`config.mk`:
```
export PLATFORM = sky130hd
export DESIGN_NAME = fractal_sync_arbiter
export DESIGN_NICKNAME = d
export VERILOG_FILES = /design/src/rtl/fractal_sync_arbiter.sv
export SDC_FILE = /design/constraint.sdc
export NUM_CORES = 1
export LEC_CHECK = 0
export CAP_MARGIN = 5
export CORE_MARGIN = 5
export CORE_UTILIZATION = 50
export DETAILED_ROUTE_END_ITERATION = 12
export PLACE_DENSITY_LB_ADDON = 0.12
export SLEW_MARGIN = 15
export SYNTH_ARGS = -nofsm -noshare
export SYNTH_HDL_FRONTEND = slang
export SYNTH_SLANG_ARGS = --single-unit
```
`constraint.sdc`:
```
create_clock -name clk_i -period 3.5 [get_ports clk_i]
set_input_delay 1.05 -clock clk_i [delete_from_list [all_inputs] [get_ports clk_i]]
set_output_delay 1.05 -clock clk_i [all_outputs]
set_load 0.1 [all_outputs]
```
`src/rtl/fractal_sync_arbiter.sv`:
```
// Round-robin arbiter sharing one fractal-sync master port between N_REQ local
// requesters: captures sync pulses, issues sync, waits for wake/error/timeout, returns the result.
module fractal_sync_arbiter #(
  parameter int N_REQ      = 2,
  parameter int LVL_W      = 5,
  parameter int TIMEOUT_W  = 16,
  parameter int TIMEOUT_EN = 1
) (
  input  logic                   clk_i,
  input  logic                   rst_i,
  input  logic                   clear_i,
  input  logic [TIMEOUT_W-1:0]   timeout_cycles_i,
  input  logic [N_REQ-1:0]       req_sync_i,
  input  logic [N_REQ*LVL_W-1:0] req_level_i,
  output logic [N_REQ-1:0]       req_wake_o,
  output logic [N_REQ-1:0]       req_error_o,
  output logic                   sync_o,
  output logic [LVL_W-1:0]       level_o,
  input  logic                   wake_i,
  input  logic                   error_i,
  output logic                   ack_o,
  output logic                   busy_o,
  output logic [N_REQ-1:0]       overflow_o
);

  localparam int IDX_W = (N_REQ > 1) ? $clog2(N_REQ) : 1;

  typedef enum logic [2:0] {S_IDLE, S_ISSUE, S_WAIT, S_ACK, S_ERR} state_t;

  state_t                        state, state_nxt;
  logic [N_REQ-1:0]              pending;
  logic [N_REQ-1:0][LVL_W-1:0]   level_q;
  logic [IDX_W-1:0]              grant_idx, rr_ptr, pick_idx, scan_idx;
  logic                          pick_vld;
  logic [TIMEOUT_W-1:0]          tmo_cnt;
  logic [N_REQ-1:0]              grant_oh, clr_mask;
  logic                          tmo_hit, done;

  // First pending slot at or after the RR pointer, wrapping.
  always_comb begin
    pick_vld = 1'b0;
    pick_idx = '0;
    scan_idx = '0;
    for (int k = 0; k < N_REQ; k++) begin
      scan_idx = IDX_W'((int'(rr_ptr) + k) % N_REQ);
      if (!pick_vld && pending[scan_idx]) begin
        pick_vld = 1'b1;
        pick_idx = scan_idx;
      end
    end
  end

  always_comb begin
    grant_oh            = '0;
    grant_oh[grant_idx] = 1'b1;
  end

  assign tmo_hit  = (TIMEOUT_EN != 0) && (timeout_cycles_i != '0) &&
                    (tmo_cnt == timeout_cycles_i - TIMEOUT_W'(1));
  assign done     = (state == S_ACK) || (state == S_ERR);
  assign clr_mask = done ? grant_oh : '0;

  always_comb begin
    state_nxt   = state;
    sync_o      = 1'b0;
    level_o     = '0;
    ack_o       = 1'b0;
    req_wake_o  = '0;
    req_error_o = '0;
    busy_o      = (state != S_IDLE);
    case (state)
      S_IDLE:  if (pick_vld) state_nxt = S_ISSUE;
      S_ISSUE: begin
        sync_o    = 1'b1;
        level_o   = level_q[grant_idx];
        state_nxt = S_WAIT;
      end
      S_WAIT: begin
        if (error_i)      state_nxt = S_ERR;
        else if (wake_i)  state_nxt = S_ACK;
        else if (tmo_hit) state_nxt = S_ERR;
      end
      S_ACK: begin
        ack_o      = 1'b1;
        req_wake_o = grant_oh;
        state_nxt  = S_IDLE;
      end
      S_ERR: begin
        ack_o       = 1'b1;
        req_error_o = grant_oh;
        state_nxt   = S_IDLE;
      end
      default: state_nxt = S_IDLE;
    endcase
  end

  always_ff @(posedge clk_i) begin
    if (rst_i || clear_i) begin
      state      <= S_IDLE;
      pending    <= '0;
      level_q    <= '0;
      overflow_o <= '0;
      tmo_cnt    <= '0;
      rr_ptr     <= '0;
      grant_idx  <= '0;
    end else begin
      state <= state_nxt;
      if (state == S_IDLE && pick_vld) grant_idx <= pick_idx;
      if (done) rr_ptr <= (grant_idx == IDX_W'(N_REQ - 1)) ? '0 : grant_idx + 1'b1;
      if (state == S_ISSUE)     tmo_cnt <= '0;
      else if (state == S_WAIT) tmo_cnt <= tmo_cnt + 1'b1;
      // A new pulse on a slot being released re-arms it instead of overflowing.
      for (int i = 0; i < N_REQ; i++) begin
        if (req_sync_i[i] && (!pending[i] || clr_mask[i])) begin
          pending[i] <= 1'b1;
          level_q[i] <= req_level_i[i*LVL_W +: LVL_W];
        end else if (req_sync_i[i]) begin
          overflow_o[i] <= 1'b1;
        end else if (clr_mask[i]) begin
          pending[i] <= 1'b0;
        end
      end
    end
  end

endmodule

```
==> flow_summary.yaml <==
status:
  status: "complete, no violations"
logic_synthesis:
  avgSynthCellArea_um2: 8.05
  synth_nets: 303
  synth-async-reset-ratio: 0
  syn_inst: 267
  synth_edf_count: 0
  yosys.area.top_type: "dfxtp_1"
  ys_ff_latch: 35
  synth_warnings: 0
  syn_area_mm2: 0.00215
  synth_area_leaders: "dfxtp_1 33%, nor2_1 9.6%, xor2_1 9.4%"
  synth_top_cell_area_share: 0.326
  seq_area_frac_synth: 0.326
  synth_ff_type: "dfxtp_1"
  synth.distinct_cells: 46
sta:
  rsz0062_at_grt: "false"
  timing.final.crit_period_ns: 3.23
  tightest_slew_ns: 0.662
  timing.fmax_mhz: 309
  fin_ws_ns: 0.269
  fin_skew_ns: 0.00218
  finalHoldViolations: 0
  setup_violations: 0
  post-route-period-util: 0.923
  setup_tns_ns: 0
  max_slew_margin: 0.557
  drv_slew: 0
setup_path:
  endpoint: "state[1]$_SDFFE_PP0P_"
  cp-start-kind: "input pin"
  crit_path_start: "timeout_cycles_i[0]"
  end_kind: "register"
  critPathMaxFanout: 5
  crit_arrival_ns: 3.40
  required_ns: 3.67
  r2r_slack_ns: 1.43
  worstSetupPathType: "input pin to register"
  reg2reg_depth: 7
  r2r-end: "level_q[8]$_SDFFE_PP0P_"
  rr_startpoint: "state[1]$_SDFFE_PP0P_"
grt:
  grt_overflow_total: 0
  grt.total_usage: 0.196
  grt_pass1_wl_um: 8550
  antenna_found_initial: 0
  grt_pass1_vias: 1885
  grt_start_max_net_pins: 20
clock_tree:
  clk_latency_ns: 0.29
  clk_pin_slew_ns: 0.07
  numCtsBuffers: 5
  cts_tree: "done"
  htree_levels: 2
  postCtsSetupBuffers: 0
  cts_root_buffer: "clkbuf_8"
  cts.sinks: 35
  ctsResizeCount: 0
  ctsHoldBuffers: 0
  clockBufferDepth: 2
finish:
  multi_input_area_mm2: 0.00138
  drive_gt1_frac: 0.114
  area_delta_synth_final_pct: 28.4
  nets: 352
  n_antenna_cell: 0
  seq_area_um2: 701
  final_cell_mix: "55 x nor2_1, 35 x dfxtp_1, 32 x clkdlybuf4s50_1"
  final_core_util: 0.675
  mostFrequentLayoutCell: "nor2_1"
  nFillCells: 374
route:
  wl_per_cell_um: 14.3
  wirelength_um: 5230
  num_vias: 2003
  drc: 0
  postRouteAntennaNets: 0
  dr.pass1.iters: 4
  drt_iter0_markers: 174
  vias_per_cell: 5.47
floorplanning:
  num_rows: 23
  dieHeight_um: 75.6
  coreArea_mm2: 0.00409
  dieArea_mm2: 0.00571
  die_width_um: 75.6
  io_pins: 47
  start_util: 0.526
place:
  pre_cts_ws_ns: 0.0779
  port-buffer-count: 46
  dp_hpwl_um: 4020
  gp_congestion: 0.863
power:
  p_switching_w: 0.000220
  swShare: 0.244
  combPwrFrac: 0.159
  power_density_mw_per_mm2: 328
  fin_total_pwr_w: 0.000904
  p_leak_nw: 1.07
  p_clk_frac: 0.387
  ir_drop_v: 0.000249
  p_int_w: 0.000683
  seq_power_share: 0.454
job:
  maxCapViolCount: 0
min_path:
  min_path_type: "register to register"
==> cell type report <==
type | count | area share
clock buffer | 5 | 0.0250
clock inverter | 2 | 0.0136
multi-input combinational | 213 | 0.499
inverter | 7 | 0.00953
tap | 50 | 0.0227
timing repair buffer | 54 | 0.176
sequential | 35 | 0.254
==> per-stage QoR <==
step | cell area [um2] | instances | hold slack [ns]
floorplan | 2150 | 267 | 0.460
global placement | 2650 | 359 | 0.458
detailed placement | 2650 | 359 | 0.471
CTS | 2760 | 366 | 0.489
global route | 2760 | 366 | 0.529
finish | 2760 | 366 | 0.494
==> sequential cells by signal, indices dropped and copies added (netlist names) <==
register,count
level_q,10
grant_idx,1
pending,2
state,3
rr_ptr,1
overflow_o,2
tmo_cnt,16
==> worst min-delay path by stage <==
| stage | cells past startpoint | slack, ns | startpoint | endpoint |
|---|---|---|---|---|
| after floorplan | 2 | 0.46 | level_q[5]$_SDFFE_PP0P_ | level_q[5]$_SDFFE_PP0P_ |
| after global placement | 2 | 0.46 | overflow_o[0]$_SDFFE_PP0P_ | overflow_o[0]$_SDFFE_PP0P_ |
| after detailed placement | 2 | 0.47 | overflow_o[1]$_SDFFE_PP0P_ | overflow_o[1]$_SDFFE_PP0P_ |
| after CTS | 2 | 0.49 | overflow_o[1]$_SDFFE_PP0P_ | overflow_o[1]$_SDFFE_PP0P_ |
| after global routing | 2 | 0.53 | level_q[5]$_SDFFE_PP0P_ | level_q[5]$_SDFFE_PP0P_ |
| final | 2 | 0.49 | overflow_o[1]$_SDFFE_PP0P_ | overflow_o[1]$_SDFFE_PP0P_ |
==> synthesized netlist by cell type (6+ instances only) <==
library cell	count
o21ai_0	10
inv_1	7
nand3_1	11
nor4_1	6
xnor2_1	13
mux2i_1	17
nor2_1	55
dfxtp_1	35
nand2_1	15
nand4_1	10
xor2_1	23
clkbuf_1	11
a21oi_1	9
==> critical path, cell delays in order <==
cell and delay [ns]:
clkdlybuf4s50_1 0.49, nor4_1 0.51, nand2b_1 0.13, xnor2_1 0.14
a2111oi_0 0.42, nand4_1 0.22, nor4_1 0.36, nor4_1 0.08
==> power groups by stage <==
stage | registers [W] | clock network (W) | logic [W]
6_report | 0.000410 | 0.000349 | 0.000144
5_1_grt | 0.000411 | 0.000373 | 0.000157
4_1_cts | 0.000410 | 0.000358 | 0.000144
3_5_place_dp | 0.000419 | 0 | 0.000143
3_3_place_gp | 0.000419 | 0 | 0.000142
2_1_floorplan | 0.000419 | 0 | 0.0000761
==> logic make-up (layout without fill, tap and decap cells) <==
kind of cell               after synthesis  count (layout)  synth area share
buffers and inverters                   19              68            0.0332
muxes                                   18              18            0.0844
xor gates and xnor gates                36              36             0.147
adders and majority gates                3               3            0.0175
and+or+nand+nor                        123             123             0.296
DFF                                     35              35             0.326
AOI/OAI and AO/OA                       33              33            0.0961
==> layer usage <==
| metal | up-vias | GRT usage | wire (um) |
|---|---|---|---|
| met5 | - | 0 | 0 |
| met4 | 0 | 0.0757 | 113 |
| met3 | 12 | 0.0396 | 294 |
| met2 | 53 | 0.311 | 2430 |
| met1 | 914 | 0.262 | 2390 |
| li1 | 1024 | - | - |
(Power assumes the default switching activity.)
